$ cat src/rtl/gf256_inv_double_sbox_out_stage.sv
// Output stage of the masked double S-box.
// - Maps both 2-share tower-basis inverses into the AES output domain
//   (basis change + affine), one share at a time.
// - Refreshes each S-box with its own fresh mask.
// - Buffers the results in a credit-controlled register FIFO, so the
//   non-stallable upstream pipeline never overruns a stalled consumer.
module gf256_inv_double_sbox_out_stage #(
  parameter int LAT   = 1,
  parameter int DEPTH = 2,
  // Polynomial-basis image of each tower-basis element; entry i is column i.
  // Must match the basis used by the upstream GF16 stages.
  parameter logic [7:0][7:0] TOWER2POLY = {8'h80, 8'h40, 8'hE0, 8'h90,
                                           8'h48, 8'hE4, 8'h32, 8'hB5}
) (
  input  logic       clk,
  input  logic       rst_n,
  input  logic       launch,
  output logic       launch_ok,
  input  logic [7:0] va0ua0sa0ra0ta0za0ya0xa0,
  input  logic [7:0] va1ua1sa1ra1ta1za1ya1xa1,
  input  logic [7:0] vb0ub0sb0rb0tb0zb0yb0xb0,
  input  logic [7:0] vb1ub1sb1rb1tb1zb1yb1xb1,
  input  logic [7:0] rnd_a,
  input  logic [7:0] rnd_b,
  input  logic       out_ready,
  output logic       out_valid,
  output logic [7:0] sa0,
  output logic [7:0] sa1,
  output logic [7:0] sb0,
  output logic [7:0] sb1
);

  localparam int PW = (DEPTH > 2) ? 2 : 1;
  localparam int OW = $clog2(DEPTH + 1);
  localparam int IW = $clog2(LAT + 1);

  typedef enum logic [1:0] {EMPTY, PARTIAL, FULL} fifo_st_e;

  // Linear part of the output map: tower -> polynomial basis, then the AES
  // affine matrix. The 8'h63 constant is added to share 0 only.
  function automatic logic [7:0] l_map(input logic [7:0] x);
    logic [7:0] p;
    logic [7:0] a;
    p = '0;
    for (int i = 0; i < 8; i++)
      if (x[i]) p = p ^ TOWER2POLY[i];
    for (int i = 0; i < 8; i++)
      a[i] = p[i] ^ p[3'(i + 4)] ^ p[3'(i + 5)] ^ p[3'(i + 6)] ^ p[3'(i + 7)];
    return a;
  endfunction

  logic [LAT-1:0]            sr_q, sr_d;
  logic [IW-1:0]             infl_q, infl_d;
  logic [OW-1:0]             occ_q, occ_d;
  logic [PW-1:0]             wptr_q, wptr_d, rptr_q, rptr_d;
  logic [DEPTH-1:0][31:0]    mem_q, mem_d;
  fifo_st_e                  state_q, state_d;

  logic        launch_acc, cap, push, pop;
  logic [7:0]  a0, a1, b0, b1;
  logic [3:0]  credit_used;

  // Share-wise output map and refresh; shares of one S-box never meet.
  always_comb begin
    a0 = l_map(va0ua0sa0ra0ta0za0ya0xa0) ^ 8'h63 ^ rnd_a;
    a1 = l_map(va1ua1sa1ra1ta1za1ya1xa1) ^ rnd_a;
    b0 = l_map(vb0ub0sb0rb0tb0zb0yb0xb0) ^ 8'h63 ^ rnd_b;
    b1 = l_map(vb1ub1sb1rb1tb1zb1yb1xb1) ^ rnd_b;
  end

  // Credit check, launch tracking, FIFO pointer and occupancy updates.
  always_comb begin
    credit_used = 4'(occ_q) + 4'(infl_q);
    launch_ok   = (credit_used < 4'(DEPTH));
    launch_acc  = launch & launch_ok;
    cap         = sr_q[LAT-1];
    push        = cap;
    pop         = out_valid & out_ready;

    sr_d   = LAT'({sr_q, launch_acc});
    infl_d = infl_q + IW'(launch_acc) - IW'(cap);

    wptr_d = wptr_q;
    if (push) wptr_d = (wptr_q == PW'(DEPTH - 1)) ? '0 : wptr_q + PW'(1);
    rptr_d = rptr_q;
    if (pop)  rptr_d = (rptr_q == PW'(DEPTH - 1)) ? '0 : rptr_q + PW'(1);

    occ_d = occ_q + OW'(push) - OW'(pop);

    mem_d = mem_q;
    if (push) mem_d[wptr_q] = {a0, a1, b0, b1};
  end

  // FIFO fill state follows the next occupancy.
  always_comb begin
    state_d = PARTIAL;
    if (occ_d == '0)            state_d = EMPTY;
    else if (occ_d == OW'(DEPTH)) state_d = FULL;
  end

  // State registers; reset also discards shares of pre-reset launches.
  always_ff @(posedge clk) begin
    if (!rst_n) begin
      sr_q    <= '0;
      infl_q  <= '0;
      occ_q   <= '0;
      wptr_q  <= '0;
      rptr_q  <= '0;
      mem_q   <= '0;
      state_q <= EMPTY;
    end else begin
      sr_q    <= sr_d;
      infl_q  <= infl_d;
      occ_q   <= occ_d;
      wptr_q  <= wptr_d;
      rptr_q  <= rptr_d;
      mem_q   <= mem_d;
      state_q <= state_d;
    end
  end

  assign out_valid            = (state_q != EMPTY);
  assign {sa0, sa1, sb0, sb1} = mem_q[rptr_q];

endmodule

$ cat config.mk
export PLATFORM = sky130hd
export DESIGN_NAME = gf256_inv_double_sbox_out_stage
export DESIGN_NICKNAME = d
export VERILOG_FILES = /design/src/rtl/gf256_inv_double_sbox_out_stage.sv
export SDC_FILE = /design/constraint.sdc
export NUM_CORES = 1
export LEC_CHECK = 0
export BUFFER_PORTS_ARGS = -buffer_cell sky130_fd_sc_hd__buf_2
export CORE_ASPECT_RATIO = 0.9
export CORE_MARGIN = 3
export CORE_UTILIZATION = 30
export CTS_CLUSTER_DIAMETER = 120
export DETAILED_ROUTE_END_ITERATION = 7
export SLEW_MARGIN = 20
export SYNTH_ARGS = -nofsm -noshare
export SYNTH_HDL_FRONTEND = slang
export SYNTH_SLANG_ARGS = --single-unit
$ cat constraint.sdc
create_clock -name clk -period 1.86 [get_ports clk]
set_input_delay 0.465 -clock clk [delete_from_list [all_inputs] [get_ports clk]]
set_output_delay 0.465 -clock clk [all_outputs]
set_load 0.01 [all_outputs]
==> impl_metrics.ini <==
[global_route]
gr-total-overflow = 0
grt_pass1_vias = 2722
antenna_found_initial = 0
track_usage_pct = 13.5
grt_pass1_wl_um = 13400
grt_max_degree = 31

[synthesis]
synthTopCellsByArea = dfxtp_1 40%, mux2_2 10%, nand2_1 8.9%
synth_warnings = 0
synthAdderAreaFrac_pct = 0.744
synth.most_common_cell = nand2_1
synthXorXnorAreaFrac_pct = 15.3
yosysSeqAreaShare_pct = 40.5
ys_seq_elements = 68
ys_async_sr_fraction_pct = 0
syn-num-nets = 412
yosys-mux-area-fraction_pct = 10.0
synthSimpleGateAreaFrac_pct = 18.4
yosysTopAreaCell = dfxtp_1
synth_top_family_by_area = simple AND/OR/NAND/NOR gates
yosysUniqueCellTypes = 33
synthCells = 358
netlist_area_sq_um = 3360
synth_compound_area_share_pct = 9.60
synthFlopType = dfxtp_1
synth_common_cells = 80 x nand2_1, 68 x dfxtp_1, 51 x a21oi_1, 32 x nand3_1, 30 x mux2_2
synth-edff-count = 0
syn_area_per_cell_sq_um = 9.39
synth_top_cell_area_share_pct = 40.5

[critical_path]
reg2reg_slack_ns = 0.29
rr_startpoint = state_q[1]$_SDFF_PP0_
startpoint_type = flop
worstPathRequired_ns = 1.39
reg2reg_depth = 7
critPathLaunch = rptr_q$_SDFFE_PN0P_
critPathMaxFanout = 13
r2r_end = state_q[1]$_SDFF_PP0_
critical_path_class = flop to primary output
critPathCaptureType = primary output
worst_ep_arrival_time_ns = 1.39

[layout]
final_nets = 484
area_growth_pct = 27.5
utilization_pct = 39.3
final.fill_count = 1117
diodes = 0
finalInstanceArea_sq_um = 4290
drive_gt1_share_pct = 31.7

[floorplanning]
chipWidth_um = 118
ios = 86
initial_utilization_pct = 30.9
num_rows = 36
die-area_sq_um = 12500
die_height_um = 106
core_region_area_sq_um = 10900

[cts]
insertion_delay_ns = 0.32
htree_num_levels = 3
clkTransAtPathRegs_ns = 0.06
cts_tree = done
cts_buffers = 9
clk_path_buf_depth = 2
cts_root_buf = clkbuf_16
cts_num_sinks = 68

[drt]
highest_layer = met4
drt-wirelength-per-cell_um = 14.1
drc = 0
drt_iter0_drc = 92
via_per_inst = 4.60
wl_met2_um = 3920
drtPass1Iterations = 6
ant_nets = 0
routed_wl_um = 8290
route.vias.total = 2702
wirelength_met1_um = 3960
met3_length_um = 283

[timing]
fin_setup_tns_ns = 0
fmax_ghz = 0.540
slew_viol_final = 0
min_period_over_period_pct = 99.6
min_period_ns = 1.85
grt_setup_unrepaired = true
setup-violations-final = 0
worstMarginPinSlew_ns = 0.423
fin_skew_ns = 0.00489
max_slew_margin_pct = 71.8
finalWorstSetupSlack_ns = 0.00736
finalHoldViolations = 0

[status]
outcome = finished, final reports clean

[placement]
place_ws_ns = 0.0817
hpwlAfterDp_um = 5810
placed_area_sq_um = 3880
gp_congestion = 0.741
io_buffers = 73

[pwr]
ir_drop_v = 0.000355
p_leak_nw = 1.87
power.internal_mw = 3.47
p_seq_share_pct = 35.8
pwr-share-comb_pct = 29.1
p_sw_mw = 1.39
power_frac_clock_pct = 35.0
power_switching_share_pct = 28.5
power_density_nw_per_um2 = 1130

[hold_path]
hp-start = rnd_a[5]
hp-class = input port to flop
min_to = mem_q[29]$_SDFFE_PN0P_
min_path_cells = 2

[flow_run]
maxCapViolCount = 0
==> cell usage in the layout (no fill, tap or decap), types with 5 or more instances in the layout <==
master	n
clkbuf_16	9
buf_4	8
or2b_1	6
xnor2_1	11
mux2_2	22
mux2_4	8
dfxtp_1	67
nand2_1	80
nor2_1	5
buf_2	69
nand3_1	32
xor2_1	5
xor3_1	12
o21ai_0	6
a21oi_1	51
buf_12	5
==> worst max-delay path: stages, from the launching register on <==
cell     delay [ns]
dfxtp_4        0.41
buf_12         0.16
mux2_2         0.35
buf_2          0.14
==> cell type report <==
class / instances / area (sq um) / share of cell area, %
clock inverters: 4 / 47.5 / 1.11
flip-flops and latches: 68 / 1370 / 31.8
multi-input cells: 262 / 1850 / 43.2
repair buffers: 86 / 567 / 13.2
clock buffers: 12 / 256 / 5.98
well taps: 152 / 190 / 4.44
inverters: 3 / 11.3 / 0.263
==> kinds of logic (layout without fill, tap and decap cells) <==
kind of cell             after synthesis  after routing
AO/OA/AOI/OAI                         62             62
XOR/XNOR                              32             32
adder cells (fa/ha/maj)                2              2
buffers and inverters                 28            105
flip-flops                            68             68
multiplexers                          30             30
AND/OR/NAND/NOR                      136            136
==> power groups by stage <==
stage	clock, mW	combinational, mW	sequential, mW
floorplan	0	0.904	1.73
global placement	0	1.29	1.74
detailed placement	0	1.31	1.75
CTS	1.74	1.39	1.74
global route	1.80	1.56	1.77
finish	1.70	1.42	1.74
==> registers in the layout, indices dropped and copies added (netlist names) <==
| signal | count |
|---|---|
| cap | 1 |
| mem_q | 60 |
| wptr_q | 1 |
| rptr_q | 1 |
| infl_q | 1 |
| occ_q | 2 |
| state_q | 2 |
==> what timing repair did <==
action / in CTS / in global routing
endpoints found under the setup margin: 25 / 26
cloned: 1 / 0
gates resized for setup: 7 / 12
buffers inserted: 0 / 1
hold buffers: 0 / 0
==> worst max path at each step <==
stage	endpoint	slack, ns	cells after the start
after CTS	sa1[2]	-0.007	3
after detailed placement	state_q[1]$_SDFF_PP0_	0.08	8
final	sa0[0]	0.007	3
after global placement	state_q[1]$_SDFF_PP0_	0.10	8
after floorplan	state_q[1]$_SDFF_PP0_	0.28	7
after global routing	sa1[2]	-0.03	3
==> through the flow <==
step,hold slack [ns],std cells,power [mW]
floorplan,0.433,358,2.63
global placement,0.438,569,3.03
detailed placement,0.444,569,3.06
CTS,0.351,586,4.87
global route,0.362,587,5.12
finish,0.358,587,4.86
==> routing by layer <==
metal	vias to the layer above	GRT usage [%]
met3	9	2.34
met5	-	0
li1	1359	-
met2	51	22.7
met4	0	5.10
met1	1283	17.3
Power figures use the tool's default switching activity.
